==> config.mk <==
export PLATFORM = sky130hd
export DESIGN_NAME = uart_receiver
export DESIGN_NICKNAME = d
export VERILOG_FILES = /design/src/rtl/uart_receiver.sv
export SDC_FILE = /design/constraint.sdc
export NUM_CORES = 1
export LEC_CHECK = 0
export CAP_MARGIN = 20
export CORE_ASPECT_RATIO = 1.25
export CORE_MARGIN = 5
export CORE_UTILIZATION = 55
export CTS_CLUSTER_SIZE = 28
export DETAILED_ROUTE_END_ITERATION = 10
export DONT_BUFFER_PORTS = 1
export PLACE_DENSITY = 0.7
export SETUP_SLACK_MARGIN = 0.2
export SYNTH_ARGS = -nofsm -noshare
export SYNTH_HDL_FRONTEND = slang
export SYNTH_SLANG_ARGS = --single-unit
==> constraint.sdc <==
create_clock -name clock -period 2.3 [get_ports clock]
set_input_delay 0.115 -clock clock [delete_from_list [all_inputs] [get_ports clock]]
set_output_delay 0.115 -clock clock [all_outputs]
set_load 0.01 [all_outputs]
==> src/rtl/uart_receiver.sv <==
// UART receive path: 2-flop rx synchroniser, start-edge detect, mid-bit sampling
// on the shared 16x baud tick, LSB-first byte assembly with framing-error flag.
module uart_receiver #(
  parameter int unsigned DATA_BITS = 8,
  parameter int unsigned SB_TICK   = 16
) (
  input  logic                 clock,
  input  logic                 reset,
  input  logic                 Tick,
  input  logic                 rx,
  output logic [DATA_BITS-1:0] data_out,
  output logic                 rx_done,
  output logic                 frame_error,
  output logic                 rx_busy
);

  localparam int unsigned BW = (DATA_BITS > 1) ? $clog2(DATA_BITS) : 1;
  localparam logic [BW-1:0] LAST_BIT  = BW'(DATA_BITS - 1);
  localparam logic [3:0]    STOP_LAST = 4'(SB_TICK - 1);

  typedef enum logic [1:0] {IDLE, START, DATA, STOP} state_t;

  state_t               state, state_n;
  logic                 rx_meta, rx_s, rx_prev;
  logic [3:0]           tick_cnt, tick_n;
  logic [BW-1:0]        bit_cnt, bit_n;
  logic [DATA_BITS-1:0] shreg, sh_n, dout_n;
  logic                 done_n, fe_n;

  always_ff @(posedge clock or posedge reset) begin
    if (reset) begin
      rx_meta     <= 1'b1;
      rx_s        <= 1'b1;
      rx_prev     <= 1'b1;
      state       <= IDLE;
      tick_cnt    <= '0;
      bit_cnt     <= '0;
      shreg       <= '0;
      data_out    <= '0;
      rx_done     <= 1'b0;
      frame_error <= 1'b0;
    end else begin
      rx_meta     <= rx;
      rx_s        <= rx_meta;
      rx_prev     <= rx_s;
      state       <= state_n;
      tick_cnt    <= tick_n;
      bit_cnt     <= bit_n;
      shreg       <= sh_n;
      data_out    <= dout_n;
      rx_done     <= done_n;
      frame_error <= fe_n;
    end
  end

  always_comb begin
    state_n = state;
    tick_n  = tick_cnt;
    bit_n   = bit_cnt;
    sh_n    = shreg;
    dout_n  = data_out;
    done_n  = 1'b0;
    fe_n    = frame_error;
    unique case (state)
      IDLE: begin
        // Edge detect is not gated by Tick; a coincident Tick is simply dropped.
        if (rx_prev && !rx_s) begin
          state_n = START;
          tick_n  = '0;
        end
      end
      START: begin
        if (Tick) begin
          if (tick_cnt == 4'd7) begin
            if (!rx_s) begin
              state_n = DATA;
              tick_n  = '0;
              bit_n   = '0;
            end else begin
              state_n = IDLE;
            end
          end else begin
            tick_n = tick_cnt + 4'd1;
          end
        end
      end
      DATA: begin
        if (Tick) begin
          if (tick_cnt == 4'd15) begin
            sh_n              = shreg >> 1;
            sh_n[DATA_BITS-1] = rx_s;
            tick_n            = '0;
            if (bit_cnt == LAST_BIT) state_n = STOP;
            else                     bit_n   = bit_cnt + BW'(1);
          end else begin
            tick_n = tick_cnt + 4'd1;
          end
        end
      end
      STOP: begin
        if (Tick) begin
          if (tick_cnt == STOP_LAST) begin
            dout_n  = shreg;
            fe_n    = ~rx_s;
            done_n  = 1'b1;
            state_n = IDLE;
          end else begin
            tick_n = tick_cnt + 4'd1;
          end
        end
      end
      default: state_n = IDLE;
    endcase
  end

  assign rx_busy = (state != IDLE);

endmodule

# Yosys cells after proc, flatten, opt, wreduce, memory -nomap -nowiden
# Cells that the tools add are included.
word_totals:
  word_cells: 70
  input_bits: 4
  reg_bits: 30
  out_inout_bits: 11
classes:
  add_sub_neg: 2
  reduce_logical: 10
  n_eq_ne: 18
  mux: 29
  bitwise: 1
ops:
  columns: ["cell", "count"]
  rows:
  - ["4-bit 2-to-1 mux", 8]
  - ["2-bit != test (second input constant)", 11]
  - ["2-bit 2-to-1 mux", 9]
  - ["3-bit 2-to-1 mux", 6]
  - ["4-bit one-hot mux with 4 select lines", 1]
  - ["2-bit one-hot mux with 4 select lines", 1]
  - ["8-bit AND reduction", 1]
  - ["7-bit AND reduction", 1]
  - ["3-bit one-hot mux with 2 select lines", 1]
  - ["3-bit AND reduction", 2]
  - ["6-bit AND reduction", 1]
  - ["4-bit by 1-bit adder with 4-bit output (second input constant)", 1]
  - ["2-bit equality test (second input constant)", 2]
  - ["4-bit by 3-bit equality test with 1-bit output (second input constant)", 1]
  - ["4-bit equality test (second input constant)", 1]
  - ["2-bit nonzero test", 2]
  - ["3-bit by 1-bit adder with 3-bit output (second input constant)", 1]
  - ["3-bit equality test (second input constant)", 1]
  - ["1-bit 2-to-1 mux", 3]
  - ["3-bit != test (second input constant)", 1]
  - ["2-bit by 1-bit equality test with 1-bit output (second input constant)", 1]
  - ["2-bit zero test", 1]
  - ["1-bit logical AND", 1]
  - ["1-bit zero test", 1]
  - ["1-bit NOT", 1]

# Logic depth before layout (Yosys ltp)
# Gate-level depths: netlist (run 1).
depth:
  ltp_word: 5
  depth_mapped: 6
  mapped_depth_nobuf: 6

# Worst setup path before layout (run 1)
# Ideal clock, no wire load.
synth_timing:
  path_kind: "register to register"
  startpoint: "register bit_cnt[0]"
  endpoint: "register bit_cnt[1]"
  t_required_ns: 2.179
  synth_period_minus_slack_ns: 1.619
  stages_incl_launch_ff: 7
  setup_slack_ns: 0.681
  arrival_time_ns: 1.498
  setup_time_ns: 0.121
  n_path_buf: 0
  path_cell_list: "dfrtp_1 > ha_1 > ha_1 > nor3b_1 > o21ai_0 > a221o_1 > a22o_1"
synth_via:
  elab_chain_cells: 5
  word_cells_on_any_way: 8
synth_rtl:
  columns: ["item", "line", "rtl"]
  rows:
  - ["start: declaration", "26", "logic [BW-1:0] bit_cnt, bit_n;"]
  - ["start signal: assignment", "48", "bit_cnt <= bit_n;"]
  - ["3-bit by 1-bit adder with 3-bit output", "94", "else bit_n = bit_cnt + BW'(1);"]
  - ["3-bit 2-to-1 mux", "93", "if (bit_cnt == LAST_BIT) state_n = STOP;"]
  - ["3-bit 2-to-1 mux", "89", "if (tick_cnt == 4'd15) begin"]
  - ["3-bit 2-to-1 mux", "88", "if (Tick) begin"]
  - ["3-bit one-hot mux with 2 select lines", "64", "unique case (state)"]
# Several ways; a longest one is shown, not always the timed one. The select of a mux whose other input is x is not followed.
# A chain may end at the register's enable or synchronous reset.

# Final worst setup path (run 1)
layout_timing:
  startpoint: "register tick_cnt[0]"
  endpoint: "register shreg[3]"
layout_via:
  elab_chain_cells: 2
layout_rtl:
  columns: ["item", "line", "rtl"]
  rows:
  - ["start: declaration", "25", "logic [3:0] tick_cnt, tick_n;"]
  - ["start signal: assignment", "47", "tick_cnt <= tick_n;"]
  - ["4-bit equality test", "89", null]
  - ["3-bit AND reduction (no line)", null, null]
  - ["end signal: assignment", "49", "shreg <= sh_n;"]
  - ["end: declaration", "27", "logic [DATA_BITS-1:0] shreg, sh_n, dout_n;"]
# No other way between the ends.

==> impl_metrics.env, run 1 <==
export IMPL_run_status="finished clean"
export IMPL_cp_start_kind="flip-flop"
export IMPL_grt_pass1_wl_microns=4077
export IMPL_finalSetupTns_ps=0
export IMPL_grtUsageTotal_pct=16.05
export IMPL_hold_violations=0
export IMPL_ant_nets=0
export IMPL_clockBufferDepth=2
export IMPL_syn_avg_cell_area_sq_um=12.07
export IMPL_die_height_microns=66.16
export IMPL_antenna_found_initial=0
export IMPL_dp_cells=144
export IMPL_cts_tree="yes"
export IMPL_relSlewSlack_pct=67.32
export IMPL_fin_ws_ps=472.5
export IMPL_fin_skew_ps=4.993
export IMPL_clkPwrFrac_pct=19.8
export IMPL_fin_crit_ps=1828
export IMPL_insertion_delay_ps=320
export IMPL_crit_required_ps=2500
export IMPL_dr_first_iter_drc_count=22
export IMPL_num_antenna_cells=0
export IMPL_setup_violations_final=0
export IMPL_io_buffers=0
export IMPL_fillers=206
export IMPL_finalMaxSlewViolations=0
export IMPL_post_cts_resized=0
export IMPL_drive_gt1_share_pct=25.62
export IMPL_switching_share_pct=34.52
export IMPL_synthToLayoutAreaGrowth_pct=7.124
export IMPL_cp_max_fo=8
export IMPL_cts_root_buffer="clkbuf_4"
export IMPL_final_cells=154
export IMPL_p_switching_uw=472.3
export IMPL_core_rowCount=20
export IMPL_cell_internal_pwr_uw=895.8
export IMPL_cp_end_kind="flip-flop"
export IMPL_drc=0
export IMPL_core_sq_um=2427
export IMPL_drv_cap=0
export IMPL_synth_nets=122
export IMPL_yosysUniqueCellTypes=36
export IMPL_min_path_cells=2
export IMPL_cts_sinks=30
export IMPL_synth_fa_ha_area_share_pct=2.705
export IMPL_criticalPathCategory="flip-flop to flip-flop"
export IMPL_final_period_utilization_pct=79.46
export IMPL_synth_top_family_by_area="multiplexers"
export IMPL_synth_compound_area_share_pct=11.09
export IMPL_muxShareOfSynthArea_pct=14.79
export IMPL_synth_simple_area_share_pct=11.36
export IMPL_p_per_area_nw_per_um2=920.4
export IMPL_syn_area_sq_um=1388
export IMPL_worstMarginPinSlew_ps=490.2
export IMPL_routed_wl_microns=2371
export IMPL_peakVddDrop_mv=0.6449
export IMPL_htree_num_levels=2
export IMPL_place_area_sq_um=1411
export IMPL_fmax_mhz=547.2
export IMPL_cts_buffers=5
export IMPL_grt_pass1_vias=892
export IMPL_final_area_sq_um=1486
export IMPL_first_pass_iters=4
export IMPL_synth_seq_area_share_pct=54.37
export IMPL_ios=15
export IMPL_ys_ff_latch=30
export IMPL_fin_nets=128
export IMPL_comb_power_share_pct=26.7
export IMPL_clk_pin_slew_ps=80
export IMPL_finalPower_mw=1.368
export IMPL_avgRoutedWirePerCell_microns=15.40
export IMPL_final_cell_mix="dfrtp_1 (27), mux2_2 (16), inv_1 (10)"
export IMPL_synth_xor_area_share_pct=0.6312
export IMPL_final_common_cell="dfrtp_1"
export IMPL_start_util_pct=57.16
export IMPL_dp_hpwl_microns=1688
export IMPL_syn_inst=115
export IMPL_vias_per_cell=5.864
export IMPL_seq_power_share_pct=53.4
export IMPL_grt_overflow=0
export IMPL_grt_max_degree=26
export IMPL_dr_total_vias=903
export IMPL_arrival_ps=2030
export IMPL_die_x_microns=54.93
export IMPL_hp_class="input port to flip-flop"
export IMPL_p_leak_nw=0.7258
export IMPL_rr_worst_depth=4
export IMPL_place_gp_congestion=0.7894
export IMPL_place_ws_ps=489.4
export IMPL_rsz0062_at_grt="false"
export IMPL_dieArea_sq_um=3634
export IMPL_yosysWarnings=0
synth_stat cells:
master,n,area share (%)
nor3_1,2,0.72
o21a_4,1,1.1
mux2_4,1,1.1
buf_2,4,1.4
o211ai_1,1,0.54
ha_1,3,2.7
o31a_1,1,0.63
mux2_2,16,13
clkbuf_2,1,0.36
a221oi_1,1,0.63
mux2i_1,1,0.72
nand3_1,3,1.1
a21oi_1,4,1.4
nor2_1,2,0.54
or4b_4,1,0.99
nor3b_1,3,1.6
a31oi_1,5,2.3
inv_1,10,2.7
and3_4,1,0.81
and3_1,1,0.45
nand4b_1,1,0.63
nand4_1,1,0.45
nand3b_1,1,0.54
buf_4,1,0.54
nand2b_1,1,0.45
dfstp_2,3,5.7
dfrtp_1,27,49
nor4_1,1,0.45
xnor2_1,1,0.63
nand2_2,1,0.45
nor2b_1,2,0.90
o21ai_0,5,1.8
or3_1,1,0.45
a221o_1,2,1.4
nand2_1,3,0.81
a22o_1,2,1.3
final cells by class:
cell class                      count  area, sq um  area share (%)
Tap cell                           33        41.29           2.778
Timing Repair Buffer                5        45.04           3.030
Sequential cell                    30        754.5           50.76
Clock buffer                        7        45.04           3.030
Multi-Input combinational cell     69        563.0           37.88
Inverter                           10        37.54           2.525
flip-flops by register name, indices dropped and copies added, names as in the netlist, named ones only:
signal	count
tick_cnt	4
rx_s	1
data_out	8
rx_done	1
shreg	8
state	1
bit_cnt	3
rx_prev	1
frame_error	1
rx_meta	1
metal layers:
layer	track usage, %	vias to the layer above	wire [microns]
met5	0	-	0
met2	25.15	25	1227
met1	18.75	443	918
li1	-	427	-
met4	8.207	0	73
met3	5.869	8	151
critical path, stage by stage, from the launching register on:
cell	delay [ps]
dfrtp_1	390
ha_1	300
and3_4	260
and3_1	370
mux2_2	380
through the flow:
step | util, % | hold WS [ps]
2_1_floorplan | - | 119.5
3_3_place_gp | 58.14 | -80.89
3_5_place_dp | 58.14 | -73.97
4_1_cts | 61.24 | 92.84
5_1_grt | 61.24 | 100.4
6_report | 61.24 | 107.5
path summary, 6_finish.rpt:
path | slack [ps] | from | to
worst max-delay path | 470 | tick_cnt[0] | shreg[3]
worst min-delay path | 110 | Tick | bit_cnt[0]
worst max register to register | 470 | tick_cnt[0] | shreg[3]
worst min register to register | 360 | rx_meta | rx_s
max in group asynchronous | 1560 | reset | rx_meta
min in group asynchronous | 140 | reset | rx_done
logic make-up after synthesis:
family | count (synthesis)
mux | 18
buf+inv | 16
flops | 30
xor+xnor | 1
fa+ha+maj | 3
compound gates | 22
simple gates | 25
power groups by stage:
| stage | Clock, mW | Sequential, mW | Combinational (mW) |
|---|---|---|---|
| finish | 0.271 | 0.731 | 0.366 |
| global route | 0.309 | 0.747 | 0.412 |
| CTS | 0.286 | 0.728 | 0.369 |
| detailed placement | 0 | 0.741 | 0.362 |
| global placement | 0 | 0.735 | 0.353 |
| floorplan | 0 | 0.658 | 0.377 |
what timing repair did:
item / in CTS / in global routing
endpoints found under the setup margin: 0 / 0
hold buffers: 3 / 0
endpoints found under the hold margin: 30 / 0
buffers inserted: 0 / 0
Power figures use the tool's default switching activity.
==> run 2, diff against run 1 <==
--- a/config.mk
+++ b/config.mk
@@ -5,6 +5,7 @@
 export SDC_FILE = /design/constraint.sdc
 export NUM_CORES = 1
 export LEC_CHECK = 0
+export ABC_AREA = 1
 export CAP_MARGIN = 20
 export CORE_ASPECT_RATIO = 1.25
 export CORE_MARGIN = 5
@@ -12,7 +13,7 @@
 export CTS_CLUSTER_SIZE = 28
 export DETAILED_ROUTE_END_ITERATION = 10
 export DONT_BUFFER_PORTS = 1
-export PLACE_DENSITY = 0.7
+export PLACE_DENSITY = 0.73
 export SETUP_SLACK_MARGIN = 0.2
 export SYNTH_ARGS = -nofsm -noshare
 export SYNTH_HDL_FRONTEND = slang
==> constraint.sdc (replaced) <==
create_clock -name clock -period 1.46 [get_ports clock]
set_input_delay 0.073 -clock clock [delete_from_list [all_inputs] [get_ports clock]]
set_output_delay 0.073 -clock clock [all_outputs]
set_load 0.01 [all_outputs]
==> run 2 against run 1 <==
- global-route usage increased by 2.1 points
- synthesized area increased by 1.3%
- core utilization increased by 13 points
- via count increased by 24%
- final cell count increased by 41%
- sequential power increased by 48%
- total power increased by 110%
- sequential share of layout area decreased by 9.2 points
- clock power increased by 140%
==> impl_metrics.env, run 2 <==
export IMPL_run_status="finished clean"
export IMPL_cts_buffers=5
export IMPL_syn_area_sq_um=1405
export IMPL_drive_gt1_share_pct=38.04
export IMPL_grt_overflow=0
export IMPL_synth_seq_area_share_pct=53.70
export IMPL_endpoint="bit_cnt[1]"
export IMPL_first_pass_iters=4
export IMPL_seq_power_share_pct=36.6
export IMPL_clk_pin_slew_ps=100
export IMPL_io_buffers=0
export IMPL_busiest_layer="met2"
export IMPL_cp_max_fo=4
export IMPL_synth_xor_area_share_pct=0.6233
export IMPL_ios=15
export IMPL_grt_pass1_vias=1123
export IMPL_antenna_found_initial=0
export IMPL_critPathSlowestCell="dfrtp_1"
export IMPL_fin_util_pct=74.39
export IMPL_clkPwrFrac_pct=21.8
export IMPL_relSlewSlack_pct=75.37
export IMPL_insertion_delay_ps=320
export IMPL_p_switching_mw=1.136
export IMPL_synth_simple_area_share_pct=27.25
export IMPL_fin_nets=190
export IMPL_htree_num_levels=2
export IMPL_cts_tree="yes"
export IMPL_final_cells=217
export IMPL_crit_start="bit_cnt[1]"
export IMPL_r2r_start="bit_cnt[1]"
export IMPL_grt_pass1_wl_microns=5168
export IMPL_cp_start_kind="flip-flop"
export IMPL_grtUsageTotal_pct=18.11
export IMPL_setup_violations_final=0
export IMPL_grt_use_met2_pct=30.77
export IMPL_rr_worst_depth=8
export IMPL_syn_avg_cell_area_sq_um=8.727
export IMPL_arrival_ps=1580
export IMPL_fin_crit_ps=1365
export IMPL_cp_end_kind="flip-flop"
export IMPL_place_gp_congestion=0.8353
export IMPL_num_antenna_cells=0
export IMPL_yosysUniqueCellTypes=22
export IMPL_synth_edf_count=0
export IMPL_p_per_area_nw_per_um2=1610
export IMPL_worstMarginPinSlew_ps=369.5
export IMPL_final_common_cell="nand2_1"
export IMPL_final_period_utilization_pct=93.48
export IMPL_r2r_slack_ps=100
export IMPL_finalSetupTns_ps=0
export IMPL_ant_nets=0
export IMPL_hold_violations=0
export IMPL_fin_skew_ps=11.11
export IMPL_ys_async_sr_fraction_pct=100.0
export IMPL_die_height_microns=66.51
export IMPL_place_ws_ps=34.30
export IMPL_yosysTopAreaCell="dfrtp_1"
export IMPL_cts_sinks=30
export IMPL_synth_ff_type="dfrtp_1"
export IMPL_met1_usage_pct=21.20
export IMPL_yosysWarnings=0
export IMPL_finalMaxSlewViolations=0
export IMPL_synth_top_family_by_area="simple AND/OR/NAND/NOR gates"
export IMPL_finalPower_mw=2.937
export IMPL_cts_root_buffer="clkbuf_4"
export IMPL_cpPeakStageDelay_ps=400
export IMPL_path_cells="ha_2, ha_4, inv_2, nand2_2, nand2_2, nand2_4, o21ai_1, nand2_1"
export IMPL_synth_nets=168
export IMPL_drc=0
export IMPL_clockBufferDepth=2
export IMPL_drv_cap=0
export IMPL_ys_top_cells_by_count="nand2_1 (50), dfrtp_1 (27), inv_1 (18), o21ai_0 (18), nand3_1 (9)"
export IMPL_p_leak_nw=0.8821
export IMPL_switching_share_pct=38.69
export IMPL_cp_common_cell="nand2_2"
export IMPL_fin_ws_ps=95.17
export IMPL_hp_class="input port to flip-flop"
export IMPL_dr_first_iter_drc_count=46
export IMPL_comb_power_share_pct=41.6
export IMPL_synth_top_cells_by_area="dfrtp_1 (48%), nand2_1 (13%), o21ai_0 (6.4%)"
export IMPL_synth_most_common_cell="nand2_1"
export IMPL_syn_inst=161
export IMPL_dp_cells=192
export IMPL_die_x_microns=55.21
export IMPL_dieArea_sq_um=3672
export IMPL_ff_latch_area_sq_um=758.2
export IMPL_core_rowCount=20
export IMPL_routed_wl_microns=3032
export IMPL_r2r_end="bit_cnt[1]"
export IMPL_final_cell_mix="nand2_1 (35), dfrtp_1 (24), o21ai_1 (19)"
export IMPL_fmax_mhz=732.7
export IMPL_fillers=180
export IMPL_reg_top3="data_out (8), shreg (8), tick_cnt (4)"
export IMPL_start_util_pct=57.30
export IMPL_vias_per_cell=5.171
export IMPL_synth_top_area_share_pct=48.09
export IMPL_synth_fa_ha_area_share_pct=2.671
export IMPL_cell_internal_pwr_mw=1.801
export IMPL_avgRoutedWirePerCell_microns=13.97
export IMPL_criticalPathCategory="flip-flop to flip-flop"
export IMPL_dp_hpwl_microns=1790
export IMPL_core_sq_um=2452
export IMPL_rsz0062_at_grt="true"
export IMPL_grt_max_degree=31
export IMPL_synthToLayoutAreaGrowth_pct=29.83
export IMPL_peakVddDrop_mv=0.9645
export IMPL_muxShareOfSynthArea_pct=0
export IMPL_multiInputGateArea_sq_um=703.2
export IMPL_crit_required_ps=1680
export IMPL_dr_total_vias=1122
export IMPL_synth_compound_area_share_pct=8.370
export IMPL_grt_use_met3_pct=6.202
export IMPL_ys_ff_latch=30
run 2: changes by cell type in the layout (fill, tap and decap cells not counted), moves of 5 or more:
cell     delta
mux2_2     -16
buf_4      +12
inv_1       +6
o21ai_1    +19
nand2_4     +6
nor2_4      +6
a31oi_1     -5
nand2_2    +11
nand2_1    +32
run 2: metal layers:
metal | share of wire (%) | up-vias | wire length, microns
met5 | 0 | - | 0
met4 | 1.3 | 0 | 40
met3 | 4.9 | 5 | 148
met2 | 51 | 26 | 1544
met1 | 43 | 534 | 1299
li1 | - | 557 | -
run 2: cell families after synthesis:
group,count (synthesis)
compound gates,22
xor+xnor,1
fa+ha+maj,3
buf+inv,24
flops,30
simple gates,81
run 2: through the flow:
| stage | hold WS (ps) | cell area (sq um) |
|---|---|---|
| after global routing | 240.4 | 1824 |
| after global placement | 53.71 | 1480 |
| after detailed placement | 65.16 | 1480 |
| after CTS | 193.2 | 1747 |
| final | 246.0 | 1824 |
| after floorplan | 77.48 | 1446 |
run 2: worst min path at each step:
| stage | startpoint | end | slack, ps | cells after the start |
|---|---|---|---|---|
| global route | Tick | shreg[5] | 240 | 4 |
| CTS | Tick | shreg[5] | 190 | 4 |
| finish | Tick | shreg[4] | 250 | 5 |
| floorplan | rx | rx_meta | 80 | 0 |
| detailed placement | reset | data_out[6] | 70 | 2 |
| global placement | reset | data_out[6] | 50 | 2 |
run 2: layout make-up:
| type | count | area share, % |
|---|---|---|
| Clock buffer | 7 | 2.469 |
| Clock inverter | 1 | 1.646 |
| Inverter | 20 | 4.390 |
| Multi-Input combinational cell | 107 | 38.55 |
| Sequential cell | 30 | 41.56 |
| Tap cell | 33 | 2.263 |
| Timing Repair Buffer | 19 | 9.122 |
run 2: repair_timing:
item,4_1_cts,5_1_grt
endpoints found under the setup margin,26,27
hold buffers,3,0
pin swaps,14,11
gates cloned,0,0
gates resized for setup,21,18
endpoints found under the hold margin,38,0
buffers inserted,11,3
run 2: power groups by stage:
stage	combinational (mW)	clock (mW)	sequential (mW)
global placement	0.647	0	1.08
finish	1.22	0.641	1.08
global route	1.35	0.698	1.09
detailed placement	0.670	0	1.08
floorplan	0.639	0	1.00
CTS	1.01	0.660	1.05
run 2: worst max-delay path, delay by kind of cell (launching register included):
family,cells,cell delay [ps]
simple gates,4,280
buf+inv,1,40
fa+ha+maj,2,360
compound gates,1,170
flops,1,400
==> run 3, diff against run 2 <==
--- a/config.mk
+++ b/config.mk
@@ -13,7 +13,7 @@
 export CTS_CLUSTER_SIZE = 28
 export DETAILED_ROUTE_END_ITERATION = 10
 export DONT_BUFFER_PORTS = 1
-export PLACE_DENSITY = 0.73
+export PLACE_DENSITY_LB_ADDON = 0.3
 export SETUP_SLACK_MARGIN = 0.2
 export SYNTH_ARGS = -nofsm -noshare
 export SYNTH_HDL_FRONTEND = slang
==> constraint.sdc (replaced) <==
create_clock -name clock -period 1.46 [get_ports clock]
set_input_delay 0.292 -clock clock [delete_from_list [all_inputs] [get_ports clock]]
set_output_delay 0.292 -clock clock [all_outputs]
set_load 0.01 [all_outputs]
==> run 3 against run 2 <==
- via count grew 0.36%
- flip-flop and latch count unchanged
- final cell count shrank 0.92%
- setup slack improved by 8.2 ps
- first-iteration DRC count is 35% lower
- total power shrank 5.1%
- global-route usage shrank 0.71 points
- die area did not move
- critical endpoint unchanged
- highest routed layer unchanged
==> impl_metrics.env, run 3 (synthesis gave the netlist of run 2 again) <==
export IMPL_hold_violations=0
export IMPL_worstMarginPinSlew_ps=374.7
export IMPL_fin_nets=188
export IMPL_antenna_found_initial=0
export IMPL_hp_class="input port to flip-flop"
export IMPL_clk_pin_slew_ps=100
export IMPL_rsz0062_at_grt="true"
export IMPL_p_per_area_nw_per_um2=1563
export IMPL_clockBufferDepth=2
export IMPL_die_height_microns=66.51
export IMPL_grtUsageTotal_pct=17.40
export IMPL_core_rowCount=20
export IMPL_grt_pass1_wl_microns=4961
export IMPL_grt_pass1_vias=1169
export IMPL_run_status="finished clean"
export IMPL_fillers=189
export IMPL_drc=0
export IMPL_final_cell_mix="nand2_1 (38), dfrtp_1 (23), o21ai_1 (18)"
export IMPL_insertion_delay_ps=330
export IMPL_setup_violations_final=0
export IMPL_relSlewSlack_pct=75.02
export IMPL_first_pass_iters=4
export IMPL_crit_required_ps=1720
export IMPL_htree_num_levels=2
export IMPL_cts_buffers=5
export IMPL_final_common_cell="nand2_1"
export IMPL_cp_max_fo=4
export IMPL_fin_skew_ps=10.82
export IMPL_final_period_utilization_pct=92.92
export IMPL_dp_hpwl_microns=1770
export IMPL_dp_cells=192
export IMPL_peakVddDrop_mv=0.9957
export IMPL_p_leak_nw=0.8735
export IMPL_cts_sinks=30
export IMPL_drive_gt1_share_pct=39.01
export IMPL_dieArea_sq_um=3672
export IMPL_fin_crit_ps=1357
export IMPL_cp_start_kind="flip-flop"
export IMPL_fmax_mhz=737.1
export IMPL_ios=15
export IMPL_die_x_microns=55.21
export IMPL_place_gp_congestion=0.7644
export IMPL_finalMaxSlewViolations=0
export IMPL_cts_tree="yes"
export IMPL_final_cells=215
export IMPL_io_buffers=0
export IMPL_dr_first_iter_drc_count=30
export IMPL_vias_per_cell=5.237
export IMPL_num_antenna_cells=0
export IMPL_finalSetupTns_ps=0
export IMPL_grt_overflow=0
export IMPL_routed_wl_microns=3014
export IMPL_multiInputGateArea_sq_um=693.2
export IMPL_dr_total_vias=1126
export IMPL_core_sq_um=2452
export IMPL_reg_top3="data_out (8), shreg (8), tick_cnt (4)"
export IMPL_drv_cap=0
export IMPL_grt_max_degree=31
export IMPL_cp_end_kind="flip-flop"
export IMPL_synthToLayoutAreaGrowth_pct=26.89
export IMPL_criticalPathCategory="flip-flop to flip-flop"
export IMPL_ant_nets=0
export IMPL_arrival_ps=1620
export IMPL_cts_root_buffer="clkbuf_4"
export IMPL_start_util_pct=57.30
export IMPL_ff_latch_area_sq_um=759.5
export IMPL_avgRoutedWirePerCell_microns=14.02
## run 3: metrics by stage
step                setup slack [ps]  total power [mW]  hold slack (ps)  utilization, %  instance area, sq um
floorplan                      167.2             1.641            296.5               -                  1446
global route                   39.34             2.968            131.3           72.70                  1783
finish                         103.3             2.788            135.8           72.70                  1783
CTS                            133.8             2.517            117.1           68.78                  1687
global placement               77.74             1.716            272.7           60.36                  1480
detailed placement             50.61             1.753            280.3           60.36                  1480
## run 3: report_power, final
| part | internal (mW) | switching [mW] |
|---|---|---|
| registers | 0.934 | 0.138 |
| clock network | 0.231 | 0.292 |
| logic | 0.478 | 0.714 |
## run 3: repair_timing
action,in CTS,in global routing
pin swaps,7,13
setup endpoints to repair,27,27
hold endpoints to repair,28,0
cloned,0,0
hold buffers,2,0
setup buffers,10,3
gates resized for setup,13,24
## run 3: routing by layer
layer	GRT usage [%]	wire, microns	vias up
li1	-	-	553
met1	18.23	1196	539
met2	31.21	1602	26
met3	6.202	151	8
met4	7.903	63	0
met5	0	0	-
## run 3: layout make-up
type                            instances  share of cell area [%]
Inverter                               20                   4.491
Timing Repair Buffer                   17                   8.140
Multi-Input combinational cell        107                   38.88
Sequential cell                        30                   42.60
Clock inverter                          2                  0.7018
Clock buffer                            6                   2.877
Tap cell                               33                   2.316
## run 3: final timing paths
check / startpoint / end / slack, ps / cells past startpoint
min in group asynchronous: reset / tick_cnt[3] / 470 / 3
worst min-delay path: Tick / rx_done / 140 / 2
worst max-delay path: bit_cnt[1] / bit_cnt[1] / 100 / 9
worst max register to register: bit_cnt[1] / bit_cnt[1] / 100 / 9
max in group asynchronous: reset / rx_s / 670 / 3
worst min register to register: rx_meta / rx_s / 360 / 0
## run 3: worst max-delay path, stage by stage, from the launching register on
cell	delay (ps)
dfrtp_1	410
ha_2	190
ha_2	160
inv_2	40
nand2_2	50
nand2_2	80
nand2_4	70
nor2_4	150
nand3_2	70
nand2_1	70
